`src/rtl/seg_display_scanner_pkg.sv`:
```
// -----------------------------------------------------------------------------
// seg_display_scanner_pkg
//
// Shared definitions for the multiplexed seven-segment scanner:
//   - glyph constants for the 16 hex digits, the separator dash and blank
//     (bit order {dp,g,f,e,d,c,b,a}, active-high, dp always 0)
//   - digit position constants (which board digit shows which value)
//   - scanner FSM state encoding
//   - a helper that turns a digit index into a one-hot (active-high) select
// -----------------------------------------------------------------------------
package seg_display_scanner_pkg;

    // Hex glyphs 0..F
    localparam logic [7:0] SEG_0 = 8'h3F;
    localparam logic [7:0] SEG_1 = 8'h06;
    localparam logic [7:0] SEG_2 = 8'h5B;
    localparam logic [7:0] SEG_3 = 8'h4F;
    localparam logic [7:0] SEG_4 = 8'h66;
    localparam logic [7:0] SEG_5 = 8'h6D;
    localparam logic [7:0] SEG_6 = 8'h7D;
    localparam logic [7:0] SEG_7 = 8'h07;
    localparam logic [7:0] SEG_8 = 8'h7F;
    localparam logic [7:0] SEG_9 = 8'h6F;
    localparam logic [7:0] SEG_A = 8'h77;
    localparam logic [7:0] SEG_B = 8'h7C;
    localparam logic [7:0] SEG_C = 8'h39;
    localparam logic [7:0] SEG_D = 8'h5E;
    localparam logic [7:0] SEG_E = 8'h79;
    localparam logic [7:0] SEG_F = 8'h71;

    // Separator dash (segment g only) and fully dark digit
    localparam logic [7:0] SEG_DASH = 8'h40;
    localparam logic [7:0] SEG_OFF  = 8'h00;

    // Board digit positions
    localparam logic [1:0] DIGIT_RED   = 2'd0;
    localparam logic [1:0] DIGIT_SEP   = 2'd1;
    localparam logic [1:0] DIGIT_CNT   = 2'd2;
    localparam logic [1:0] DIGIT_GREEN = 2'd3;

    // Scanner FSM states
    typedef enum logic [1:0] {
        ST_OFF   = 2'd0,
        ST_BLANK = 2'd1,
        ST_SHOW  = 2'd2
    } scan_state_t;

    // One-hot, active-high select for a digit index; polarity is applied
    // by the caller.
    function automatic logic [3:0] digit_onehot(input logic [1:0] idx);
        logic [3:0] oh;
        oh = 4'b0001 << idx;
        return oh;
    endfunction

endpackage

```
`src/rtl/seg_display_scanner_hex_decoder.sv`:
```
// -----------------------------------------------------------------------------
// seg7_hex_decoder
//
// Purely combinational 4-bit value to seven-segment glyph lookup.
//
// Ports:
//   value  in  4  hex value 0..F
//   glyph  out 8  {dp,g,f,e,d,c,b,a}, active-high, dp always 0
// -----------------------------------------------------------------------------
module seg7_hex_decoder
    import seg_display_scanner_pkg::*;
(
    input  logic [3:0] value,
    output logic [7:0] glyph
);

    always_comb begin
        glyph = SEG_OFF;
        case (value)
            4'h0: glyph = SEG_0;
            4'h1: glyph = SEG_1;
            4'h2: glyph = SEG_2;
            4'h3: glyph = SEG_3;
            4'h4: glyph = SEG_4;
            4'h5: glyph = SEG_5;
            4'h6: glyph = SEG_6;
            4'h7: glyph = SEG_7;
            4'h8: glyph = SEG_8;
            4'h9: glyph = SEG_9;
            4'hA: glyph = SEG_A;
            4'hB: glyph = SEG_B;
            4'hC: glyph = SEG_C;
            4'hD: glyph = SEG_D;
            4'hE: glyph = SEG_E;
            4'hF: glyph = SEG_F;
            default: glyph = SEG_OFF;
        endcase
    end

endmodule

```
`src/rtl/seg_display_scanner.sv`:
```
// -----------------------------------------------------------------------------
// seg_display_scanner
//
// Multiplexed 4-digit seven-segment driver for the gomoku scoreboard:
//   d0 = red win count, d1 = '-' while counting down, d2 = countdown value,
//   d3 = green win count.
// Each scan_clk rising edge blanks all digits for BLANK_CYCLES clk cycles
// (anti-ghosting) and then lights the next digit. A digit's glyph is captured
// when its blanking period starts, so input changes while it is lit are not
// seen until its next turn. The countdown digit flashes with flicker_clk when
// three seconds or fewer remain.
//
// Parameters:
//   BLANK_CYCLES    1..15  all-off cycles after each digit switch
//   COM_ACTIVE_LOW  1: digit_sel active-low, 0: active-high
//
// Ports:
//   clk              in   system clock
//   rst_n            in   asynchronous reset, active low
//   en               in   display enable (tie to sw_power)
//   scan_clk         in   slow digit-scan clock, asynchronous to clk
//   flicker_clk      in   flash clock, asynchronous to clk
//   red_win_count    in 4 shown on d0
//   countdown_en     in   high while a player is choosing a move
//   num_countdown    in 4 shown on d2
//   green_win_count  in 4 shown on d3
//   digit_sel        out 4 one-hot digit enable, polarity per COM_ACTIVE_LOW
//   seg_out          out 8 {dp,g,f,e,d,c,b,a}, active-high
// -----------------------------------------------------------------------------
module seg_display_scanner
    import seg_display_scanner_pkg::*;
#(
    parameter int BLANK_CYCLES   = 2,
    parameter bit COM_ACTIVE_LOW = 1'b1
) (
    input  logic       clk,
    input  logic       rst_n,
    input  logic       en,
    input  logic       scan_clk,
    input  logic       flicker_clk,
    input  logic [3:0] red_win_count,
    input  logic       countdown_en,
    input  logic [3:0] num_countdown,
    input  logic [3:0] green_win_count,
    output logic [3:0] digit_sel,
    output logic [7:0] seg_out
);

    localparam logic [3:0] SEL_IDLE   = COM_ACTIVE_LOW ? 4'b1111 : 4'b0000;
    localparam logic [3:0] BLANK_LOAD = 4'(BLANK_CYCLES - 1);

    // Synchronizers and edge detect
    logic scan_meta;
    logic scan_sync;
    logic scan_prev;
    logic scan_edge;
    logic flick_meta;
    logic flick_sync;

    // FSM and datapath
    scan_state_t state;
    scan_state_t state_nxt;
    logic [1:0]  digit_idx;
    logic [1:0]  idx_nxt;
    logic [3:0]  blank_cnt;
    logic [3:0]  blank_cnt_nxt;
    logic        snapshot_take;
    logic [3:0]  dec_value;
    logic [7:0]  dec_glyph;
    logic [7:0]  snap_nxt;
    logic [7:0]  snap_seg;
    logic        flash_off;
    logic [3:0]  sel_nxt;
    logic [7:0]  seg_nxt;

    // Both asynchronous clocks go through two flops. The scan edge pulse is
    // registered once more so a scan edge reaches the FSM one cycle after the
    // synchronized level rises; a pulse that lands outside SHOW is dropped.
    always_ff @(posedge clk or negedge rst_n) begin
        if (!rst_n) begin
            scan_meta  <= 1'b0;
            scan_sync  <= 1'b0;
            scan_prev  <= 1'b0;
            scan_edge  <= 1'b0;
            flick_meta <= 1'b0;
            flick_sync <= 1'b0;
        end else begin
            scan_meta  <= scan_clk;
            scan_sync  <= scan_meta;
            scan_prev  <= scan_sync;
            scan_edge  <= scan_sync & ~scan_prev;
            flick_meta <= flicker_clk;
            flick_sync <= flick_meta;
        end
    end

    // State register. Outputs are registered from their next values so that
    // digit_sel and seg_out always change together on the same edge.
    always_ff @(posedge clk or negedge rst_n) begin
        if (!rst_n) begin
            state     <= ST_OFF;
            digit_idx <= DIGIT_RED;
            blank_cnt <= 4'd0;
            snap_seg  <= SEG_OFF;
            digit_sel <= SEL_IDLE;
            seg_out   <= SEG_OFF;
        end else begin
            state     <= state_nxt;
            digit_idx <= idx_nxt;
            blank_cnt <= blank_cnt_nxt;
            if (snapshot_take) begin
                snap_seg <= snap_nxt;
            end
            digit_sel <= sel_nxt;
            seg_out   <= seg_nxt;
        end
    end

    // Next-state logic. Dropping en forces OFF from anywhere and rewinds the
    // scan to d0. Entering BLANK loads the dead-time counter and marks the
    // cycle on which the upcoming digit's glyph is captured.
    always_comb begin
        state_nxt     = state;
        idx_nxt       = digit_idx;
        blank_cnt_nxt = blank_cnt;

        case (state)
            ST_OFF: begin
                if (en) begin
                    state_nxt = ST_BLANK;
                end
            end
            ST_BLANK: begin
                if (!en) begin
                    state_nxt = ST_OFF;
                end else if (blank_cnt == 4'd0) begin
                    state_nxt = ST_SHOW;
                end
            end
            ST_SHOW: begin
                if (!en) begin
                    state_nxt = ST_OFF;
                end else if (scan_edge) begin
                    state_nxt = ST_BLANK;
                    idx_nxt   = digit_idx + 2'd1;
                end
            end
            default: begin
                state_nxt = ST_OFF;
            end
        endcase

        if (state_nxt == ST_OFF) begin
            idx_nxt = DIGIT_RED;
        end

        snapshot_take = (state_nxt == ST_BLANK) && (state != ST_BLANK);

        if (state_nxt == ST_OFF) begin
            blank_cnt_nxt = 4'd0;
        end else if (snapshot_take) begin
            blank_cnt_nxt = BLANK_LOAD;
        end else if ((state == ST_BLANK) && (blank_cnt != 4'd0)) begin
            blank_cnt_nxt = blank_cnt - 4'd1;
        end
    end

    // The single decoder always looks at the digit about to be shown, so its
    // output is exactly what must be captured on BLANK entry. The separator
    // and countdown digits stay dark when no countdown is running.
    always_comb begin
        dec_value = 4'h0;
        case (idx_nxt)
            DIGIT_RED:   dec_value = red_win_count;
            DIGIT_CNT:   dec_value = num_countdown;
            DIGIT_GREEN: dec_value = green_win_count;
            default:     dec_value = 4'h0;
        endcase

        snap_nxt = dec_glyph;
        case (idx_nxt)
            DIGIT_SEP: snap_nxt = countdown_en ? SEG_DASH : SEG_OFF;
            DIGIT_CNT: snap_nxt = countdown_en ? dec_glyph : SEG_OFF;
            default:   snap_nxt = dec_glyph;
        endcase
    end

    seg7_hex_decoder u_hex_decoder (
        .value (dec_value),
        .glyph (dec_glyph)
    );

    // Output logic. Only SHOW lights a digit. The flash gate uses the live
    // countdown inputs rather than the snapshot, so it reacts within a cycle
    // of the countdown dropping to three, while the digit select stays on.
    always_comb begin
        flash_off = (digit_idx == DIGIT_CNT) && countdown_en
                    && (num_countdown <= 4'd3) && !flick_sync;

        sel_nxt = SEL_IDLE;
        seg_nxt = SEG_OFF;
        if (state_nxt == ST_SHOW) begin
            sel_nxt = COM_ACTIVE_LOW ? ~digit_onehot(digit_idx)
                                     : digit_onehot(digit_idx);
            seg_nxt = flash_off ? SEG_OFF : snap_seg;
        end
    end

endmodule

```
`config.mk`:
```
export PLATFORM = sky130hd
export DESIGN_NAME = seg_display_scanner
export DESIGN_NICKNAME = d
export VERILOG_FILES = /design/src/rtl/seg_display_scanner_pkg.sv /design/src/rtl/seg_display_scanner_hex_decoder.sv /design/src/rtl/seg_display_scanner.sv
export SDC_FILE = /design/constraint.sdc
export NUM_CORES = 1
export LEC_CHECK = 0
export ABC_CLOCK_PERIOD_IN_PS = 4100
export CAP_MARGIN = 40
export CELL_PAD_IN_SITES_DETAIL_PLACEMENT = 0
export CELL_PAD_IN_SITES_GLOBAL_PLACEMENT = 1
export CORE_UTILIZATION = 40
export DETAILED_ROUTE_END_ITERATION = 6
export HOLD_SLACK_MARGIN = 0.15
export PLACE_DENSITY_LB_ADDON = 0.1
export SLEW_MARGIN = 0
export SYNTH_ARGS = -nofsm -noshare
export SYNTH_HDL_FRONTEND = slang
export SYNTH_SLANG_ARGS = --single-unit
```
`constraint.sdc`:
```
create_clock -name clk -period 4.1 [get_ports clk]
set_clock_uncertainty 0.15 [all_clocks]
set_input_delay 1.025 -clock clk [delete_from_list [all_inputs] [get_ports clk]]
set_output_delay 1.025 -clock clk [all_outputs]
set_load 0.02 [all_outputs]
```
==> metrics <==
run status=finished, final reports clean; sequential share of the synthesized area=46.8%; Min Hold Slack=about 200 ps; number of cell rows=23; YS warnings=0; Peak Freq=276 MHz; CTS sink count=32; Synth Area per Inst=10.4 um^2; fillcell total=354; multi-input logic area=838 um^2; Cells after Synth=165; Final Cell Area=2170 um^2; placed cell area=2070 um^2; #FFs+latches synth=32; htree depth=2; Worst IR Drop VDD=0.165 mV; top cell type's share of synthesized area=40.7%; CP endpoint kind=register; most used cell, CP=ha_1; Total GRT Usage=~17%; CTS Hold Buffers Added=0; Chip Height=between 60 and 70 um; crit path time final=3620 ps; Crit-path slowest cell=clkdlybuf4s50_1; Synth top cells by count=dfrtp_1 (28), ha_1 (16), nand2_1 (12); post-synth net total=199; GPL Wtd Cong=0.827; cts repair resizes=0; crit path launch type=input pin; ANT nets after route=0; final hold vios=0; hold endpoint=flick_sync$_DFF_PN0_; static leakage=between 0.9 and 1 nW; Vias=1327; ys flop type=dfrtp_1; Die X-Extent=67.6 um; CP arrival=3640 ps; top post-synthesis cells by area=dfrtp_1 (41%), ha_1 (12%), dfstp_2 (6.1%); synth-to-layout area growth=25.7%; Crit Path Category=in2reg; post-synthesis cell area=1720 um^2; worst hold path class=reg2reg; Final period util=88.3%; worst-margin pin slew=approximately 550 ps; # diodes=0; first-pass GRT wire length=5660 um; CTS tree=built; cell accounting for the most synthesized area=dfrtp_1; r2r worst-path depth=11; overall power=0.848 mW; worst reg2reg endpoint=snap_seg[2]$_DFFE_PN0P_; crit path max fanout=11; top-count cell post-synth=dfrtp_1; r2r startpoint=state[0]$_DFF_PN0_; WL final=roughly 3400 um; unique cell type count in the Yosys netlist=44; pre-CTS setup slack=244 ps; Final Max Slew Viols=0; setup violators final=0; Setup Fix Bufs, Post-CTS=0; IO Pins=30; Max-slew headroom=63.3%; Starting Density=between 40% and 50%; core area=between 4000 and 5000 um^2; maxcap violations=0; clk root buf=clkbuf_8; CP required=slightly above 4000 ps; largest net degree at the start of global routing=33; drt first-iter violations=88; later-pin clock latency in the skew report=between 200 and 300 ps; worst hold stages=0; CP peak stage delay=570 ps; CTS buffer count=5; asr flop ratio synth=100%; Reg2Reg Setup Slack=850 ps; Die Area=~4600 um^2; Setup WS post-layout=between 400 and 500 ps; share of layout cells above drive strength 1=a little under an eighth; nets=234; min-delay src=flick_meta$_DFF_PN0_; number of remaining DRC errors=0; storage element area=806 um^2; clk buf depth=2; # port buffers=28; vias in the first global route=1280; Power Dens Cells=392 nW/um^2; aggregate global routing overflow=0; RSZ-0062 raised after global routing=no; drt pass-1 iters=4; Detailed Place HPWL=2550 um; critical-path cell list=clkdlybuf4s50_1, and2_1, ha_1, a222oi_1, nor2_1, ha_1, nor4_1, a21oi_1, a22o_1; Avg Vias per Cell=between 5 and 6; initial antenna violation count=0; drt wl/cell=13.4 um; setup TNS=0 ps; EDFF count, synth=0; clock-pin slew on the worst setup and hold paths=roughly 60 ps
## per-stage QoR
| stage | util [%] | cells |
|---|---|---|
| floorplan | - | 165 |
| global placement | 50.9 | 243 |
| detailed placement | 50.9 | 243 |
| CTS | 53.4 | 251 |
| global route | 53.4 | 251 |
| finish | 53.4 | 251 |
## sequential cells by signal (all words and copies together), names as in the netlist, 2 cells and up
signal	flops
blank_cnt	4
seg_out	7
snap_seg	7
state	2
digit_idx	2
digit_sel	4
## cell usage in the layout, fill, tap and decap left out, types with 4 or more instances in the layout
cell,Yosys,layout
a21oi_1,8,8
a222oi_1,4,4
and2_1,11,11
buf_4,3,5
clkbuf_8,0,7
clkdlybuf4s50_1,0,28
dfrtp_1,28,28
dfstp_2,4,4
ha_1,16,16
inv_1,11,11
nand2_1,12,12
nand3_1,5,5
nor2_1,11,11
o21ai_0,6,6
## metal layers
metal  track usage (%)  share of wire, %  vias up  wire (um)
met4              7.18               1.2        0         41
li1                  -                 -      652          -
met3              4.05               4.6        4        156
met1              21.2                48      628       1610
met2              27.2                46       43       1560
met5                 0                 0        -          0
## critical path: cells and delay by family
kind / cells / cell delay [ps]
adder cells (fa/ha/maj): 2 / 500
AND/OR/NAND/NOR: 3 / 720
AO/OA/AOI/OAI: 3 / 820
buffers and inverters: 1 / 570
## worst max path at each step
stage / from / endpoint
floorplan: en / snap_seg[4]$_DFFE_PN0P_
CTS: en / snap_seg[2]$_DFFE_PN0P_
global placement: en / snap_seg[2]$_DFFE_PN0P_
global route: en / snap_seg[2]$_DFFE_PN0P_
finish: en / snap_seg[2]$_DFFE_PN0P_
detailed placement: en / snap_seg[2]$_DFFE_PN0P_
## report_power, final
part,switching [mW],internal (mW),total [mW],leakage (nW)
sequential,0.0240,0.360,0.384,0.399
combinational,0.105,0.0980,0.203,0.522
clock,0.108,0.153,0.261,0.0515
## final cells by class
class,count,area share [%]
clock buffers,8,4.62
inverters,11,1.91
multi-input cells,117,38.7
flip-flops and latches,32,37.2
well taps,50,2.89
repair buffers,33,14.7
## kinds of logic (layout without fill, tap and decap cells)
family | after synthesis | after routing | synth area share, %
flops | 32 | 32 | 46.8
mux | 2 | 2 | 1.31
compound gates | 38 | 38 | 16.1
simple gates | 58 | 58 | 18.4
other cells | 1 | 1 | 0.218
xor+xnor | 2 | 2 | 1.02
fa+ha+maj | 16 | 16 | 11.6
buf+inv | 16 | 52 | 4.57
Note: power is estimated with default switching activity, not from simulation.
